--- src/rtl/serial_subtractor4bit.sv ---
// serial_subtractor4bit: bit-serial two's-complement subtractor.
// Computes a - b as a + ~b + 1, one bit per clock, LSB first, behind a
// start/done handshake. Flags follow the combinational adder convention:
// carryout = 1 means no borrow, overflow = carry-in(MSB) ^ carry-out(MSB).
// Optional feature macro: SERIAL_SUB_SATURATE_EN clamps diff on signed
// overflow (flags still report the unsaturated result).
module serial_subtractor4bit #(
  parameter int WIDTH = 4
) (
  input  logic             clk,
  input  logic             rst_n,
  input  logic             start,
  input  logic [WIDTH-1:0] a,
  input  logic [WIDTH-1:0] b,
  output logic             busy,
  output logic             done,
  output logic [WIDTH-1:0] diff,
  output logic             carryout,
  output logic             overflow
);

  localparam int CW = $clog2(WIDTH);
  localparam logic [CW-1:0] LAST_BIT = CW'(WIDTH - 1);
  localparam logic [WIDTH-1:0] SAT_MAX = {1'b0, {(WIDTH-1){1'b1}}};
  localparam logic [WIDTH-1:0] SAT_MIN = {1'b1, {(WIDTH-1){1'b0}}};

  typedef enum logic [1:0] {
    ST_IDLE  = 2'd0,
    ST_SHIFT = 2'd1,
    ST_DONE  = 2'd2
  } state_t;

  state_t           state_q, state_d;
  logic [WIDTH-1:0] a_q, a_d;
  logic [WIDTH-1:0] b_q, b_d;
  logic [WIDTH-1:0] res_q, res_d;
  logic [CW-1:0]    cnt_q, cnt_d;
  logic             c_q, c_d;
  logic             busy_q, busy_d;
  logic             done_q, done_d;
  logic [WIDTH-1:0] diff_q, diff_d;
  logic             carryout_q, carryout_d;
  logic             overflow_q, overflow_d;

  logic             sum_s;
  logic             cnext_s;
  logic             ovf_s;
  logic [WIDTH-1:0] wrap_s;
  logic [WIDTH-1:0] final_s;

  // Single-bit full-adder slice and the final-result formatting for the MSB step.
  always_comb begin
    sum_s   = a_q[0] ^ b_q[0] ^ c_q;
    cnext_s = (a_q[0] & b_q[0]) | (a_q[0] & c_q) | (b_q[0] & c_q);
    // On the MSB step c_q is the carry into the MSB and cnext_s the carry out.
    ovf_s   = c_q ^ cnext_s;
    wrap_s  = {sum_s, res_q[WIDTH-1:1]};
`ifdef SERIAL_SUB_SATURATE_EN
    // On the MSB step a_q[0] holds the original sign bit of the minuend.
    if (ovf_s) begin
      final_s = a_q[0] ? SAT_MIN : SAT_MAX;
    end else begin
      final_s = wrap_s;
    end
`else
    final_s = wrap_s;
`endif
  end

  // Next-state logic for the IDLE/SHIFT/DONE sequencer and datapath registers.
  always_comb begin
    state_d    = state_q;
    a_d        = a_q;
    b_d        = b_q;
    res_d      = res_q;
    cnt_d      = cnt_q;
    c_d        = c_q;
    diff_d     = diff_q;
    carryout_d = carryout_q;
    overflow_d = overflow_q;

    case (state_q)
      ST_IDLE, ST_DONE: begin
        if (start) begin
          a_d     = a;
          b_d     = ~b;
          c_d     = 1'b1;
          cnt_d   = '0;
          state_d = ST_SHIFT;
        end else begin
          state_d = ST_IDLE;
        end
      end
      ST_SHIFT: begin
        a_d   = {1'b0, a_q[WIDTH-1:1]};
        b_d   = {1'b0, b_q[WIDTH-1:1]};
        res_d = wrap_s;
        c_d   = cnext_s;
        if (cnt_q == LAST_BIT) begin
          cnt_d      = '0;
          diff_d     = final_s;
          carryout_d = cnext_s;
          overflow_d = ovf_s;
          state_d    = ST_DONE;
        end else begin
          cnt_d   = cnt_q + CW'(1);
          state_d = ST_SHIFT;
        end
      end
      default: begin
        state_d = ST_IDLE;
      end
    endcase

    busy_d = (state_d == ST_SHIFT);
    done_d = (state_d == ST_DONE);
  end

  // State and output registers; reset abandons any operation in flight.
  always_ff @(posedge clk or negedge rst_n) begin
    if (!rst_n) begin
      state_q    <= ST_IDLE;
      a_q        <= '0;
      b_q        <= '0;
      res_q      <= '0;
      cnt_q      <= '0;
      c_q        <= 1'b0;
      busy_q     <= 1'b0;
      done_q     <= 1'b0;
      diff_q     <= '0;
      carryout_q <= 1'b0;
      overflow_q <= 1'b0;
    end else begin
      state_q    <= state_d;
      a_q        <= a_d;
      b_q        <= b_d;
      res_q      <= res_d;
      cnt_q      <= cnt_d;
      c_q        <= c_d;
      busy_q     <= busy_d;
      done_q     <= done_d;
      diff_q     <= diff_d;
      carryout_q <= carryout_d;
      overflow_q <= overflow_d;
    end
  end

  assign busy     = busy_q;
  assign done     = done_q;
  assign diff     = diff_q;
  assign carryout = carryout_q;
  assign overflow = overflow_q;

endmodule

--- config.mk ---
export PLATFORM = sky130hd
export DESIGN_NAME = serial_subtractor4bit
export DESIGN_NICKNAME = d
export VERILOG_FILES = /design/src/rtl/serial_subtractor4bit.sv
export SDC_FILE = /design/constraint.sdc
export NUM_CORES = 1
export LEC_CHECK = 0
export ABC_AREA = 1
export CAP_MARGIN = 20
export CORE_MARGIN = 2
export CORE_UTILIZATION = 46
export DETAILED_ROUTE_END_ITERATION = 7
export PLACE_DENSITY = 0.83
export SLEW_MARGIN = 15
export SYNTH_ARGS = -nofsm -noshare
export SYNTH_HDL_FRONTEND = slang
export SYNTH_SLANG_ARGS = --single-unit
--- constraint.sdc ---
create_clock -name clk -period 1.19 [get_ports clk]
set_input_delay 0.357 -clock clk [delete_from_list [all_inputs] [get_ports clk]]
set_output_delay 0.357 -clock clk [all_outputs]
set_load 0.1 [all_outputs]
==> flow_summary.toml <==
[outcome]
outcome = "finished, violations left"
violations = "negative setup slack"

[yosys]
syn-mean-instance-area_um2 = 9.22
synth-async-reset-ratio_pct = 100
synthesis.nets = 132
syn_area_um2 = 1100
synth_edf_count = 0
yosysSeqAreaShare_pct = 54.7
synthesis.instances = 119
synth-seq-cells = 24
synth_top_flop_cell = "dfrtp_1"
yosys.cell_types.count = 20
yosys_warnings = 0

[timing]
final_setup_viols = 10
final_min_period_over_clock_period_pct = 108
timing.max_slew.rel_slack_pct = 87.5
finalHoldViolations = 0
fin_hold_ws_ns = 0.372
finalClockSkew_ns = 0.00331
setup_slack_ns = -0.0977
max_freq_mhz = 777
fin_crit_ns = 1.29
report.final.slew_viol_count = 0
worst-slew-pin-transition_ns = 0.187
grt_setup_unrepaired = "true"

[layout]
layout_cell_share_with_drive_strength_beyond_1_pct = 29.9
finish.utilization_pct = 67.2
nFillCells = 173
antennaDiodeCount = 0
fin_nets = 158
syn2layout_area_growth_pct = 36.7

[worst_setup_path]
crit_path_max_fanout = 2
cp-start-kind = "flop"
worst_r2r_endpoint = "res_q[3]$_DFFE_PN0P_"
timing.rr.start = "a_q[0]$_DFFE_PN0P_"
crit_cells = 1
path_type_of_the_worst_setup_path = "flop to output port"
reg2regPathDepth = 3
worstPathArrival_ns = 0.93
timing.critical_path.to = "overflow"
crit_family = "flip-flops"
worst-r2r-setup-slack_ns = -0.01
critical_path.startpoint = "overflow$_DFFE_PN0P_"
critical_path.cell_chain = "buf_12"
setup.worst_path.end_class = "output port"
cp.required_ns = 0.83
timing.critical_path.slowest_stage_cell = "dfrtp_2"
critical_path.max_stage_delay_ns = 0.45
timing.critical_path.buf_inv = 1

[global_routing]
grt_antenna_before_repair = 0
globalRouteMet3Util_pct = 3.43
grt_pass1_vias = 912
globalRouteOverflowTotal = 0
gr-usage-met1_pct = 20.9
grt_start_max_net_pins = 25
grt_use_met2_pct = 31.5
first_pass_grt_wire_length_um = 3690
global_route.usage.total_pct = 18.6
top_usage_layer = "met2"

[detailed_routing]
detailroute.via_count = 851
drtAntennaViolNets = 0
vias_per_cell = 4.95
initialDrtViolationCount = 18
drt_pre_antenna_iters = 4
detailed_route_drc_error_count = 0
drt_wl_total_um = 2140
drt-wirelength-per-cell_um = 12.5

[clocking]
clockRootBuffer = "clkbuf_4"
cts_tree = "yes"
number_of_h_tree_branching_levels = 1
worst_setup_hold_path_clk_slew_ns = 0.12
clockBufferDepth = 2
cts_inserted_buffers = 3
clkLatencyLatePin_ns = 0.31
clock-sinks = 24

[placement]
gp_routability_congestion = 0.809
io_buffers = 18
post-dp-hpwl_um = 1570

[floorplanning]
initial_utilization_pct = 49.1
die_width_um = 52.8
die_height_um = 52.8
rows = 17
top_level_ports = 19
design.die.area_um2 = 2790
core_um2 = 2230

[flow_run]
drv_cap = 0

[worst_hold_path]
worst_hold_path_type = "input port to asynchronous set/reset pin"
## routing by layer
| metal | up-vias | part of all wire, % |
|---|---|---|
| li1 | 417 | - |
| met1 | 408 | 43 |
| met2 | 22 | 52 |
| met3 | 4 | 3.0 |
| met4 | 0 | 2.1 |
| met5 | - | 0 |
## cells in the final DEF (no fill, tap or decap), types with 2 or more instances in the layout
| cell | count |
|---|---|
| nand2_8 | 2 |
| inv_4 | 2 |
| clkbuf_4 | 3 |
| dfrtp_2 | 9 |
| nor2_1 | 3 |
| nor2_4 | 2 |
| o21ai_0 | 6 |
| nand2_2 | 2 |
| buf_4 | 4 |
| clkdlybuf4s50_1 | 10 |
| o21ai_2 | 4 |
| nand3_1 | 14 |
| inv_1 | 13 |
| nand2_1 | 36 |
| buf_12 | 10 |
| dfrtp_1 | 15 |
| inv_2 | 2 |
## logic make-up (layout without fill, tap and decap cells)
group	Yosys count	after routing	share of synthesized area, %
AOI/OAI and AO/OA	11	11	6.04
xor gates and xnor gates	1	1	0.798
and+or+nand+nor	61	61	26.5
adders and majority gates	2	2	2.96
DFF	24	24	54.7
buffers and inverters	20	45	9.01
## cell type report
| class | count | area, µm² | share of cell area, % |
|---|---|---|---|
| Inverter | 17 | 68.8 | 4.59 |
| Multi-Input combinational cell | 75 | 418 | 27.9 |
| Sequential cell | 24 | 612 | 40.8 |
| Clock buffer | 4 | 36.3 | 2.42 |
| Tap cell | 28 | 35.0 | 2.34 |
| Timing Repair Buffer | 24 | 330 | 22.0 |
## synthesized netlist by cell type (2+ instances only)
cell type | instances | share of area, %
o21ai_0 | 8 | 3.6
nand2_2 | 2 | 1.1
inv_1 | 14 | 4.8
buf_6 | 2 | 2.1
nand2_1 | 36 | 12
nor2_1 | 3 | 1.0
nor2_2 | 2 | 1.1
o21ai_2 | 3 | 2.4
inv_4 | 2 | 1.1
dfrtp_1 | 24 | 55
nand3_1 | 14 | 6.4
## stage by stage
stage                     cells  area (µm²)  TNS [ns]  setup slack (ns)
after floorplan             119        1110         0           0.00767
after global placement      167        1440     -1.62            -0.158
after detailed placement    167        1440     -2.14            -0.208
after CTS                   171        1470    -0.792            -0.107
after global routing        172        1500     -1.11            -0.132
final                       172        1500    -0.702           -0.0977
## how the worst min path moves through the flow
stage                     cells past startpoint              endpoint                 start
after detailed placement                      2   diff[0]$_DFFE_PN0P_  res_q[1]$_DFFE_PN0P_
after global routing                          2    a_q[3]$_DFFE_PN0P_                 rst_n
after floorplan                               0    a_q[0]$_DFFE_PN0P_                 rst_n
after CTS                                     2    a_q[2]$_DFFE_PN0P_                 rst_n
after global placement                        2  cnt_q[1]$_DFFE_PN0P_  cnt_q[1]$_DFFE_PN0P_
final                                         2    a_q[2]$_DFFE_PN0P_                 rst_n
## flip-flops by register name (all words and copies together) (netlist names)
name and count:
b_q 4, c_q 1, overflow 1, cnt_q 2, busy 1, res_q 3
diff 4, carryout 1, state_q 2, done 1, a_q 4
## what timing repair did
item                                   in CTS  in global routing
endpoints found under the hold margin       0                  0
setup endpoints to repair                  11                 21
pin swaps                                   3                  0
hold buffers                                0                  0
setup buffers                               0                  1
resized for setup                           3                  4
Power is left out: the tool's default activity adds up to more than one toggle a clock period on the data nets, which glitch-free logic cannot reach.
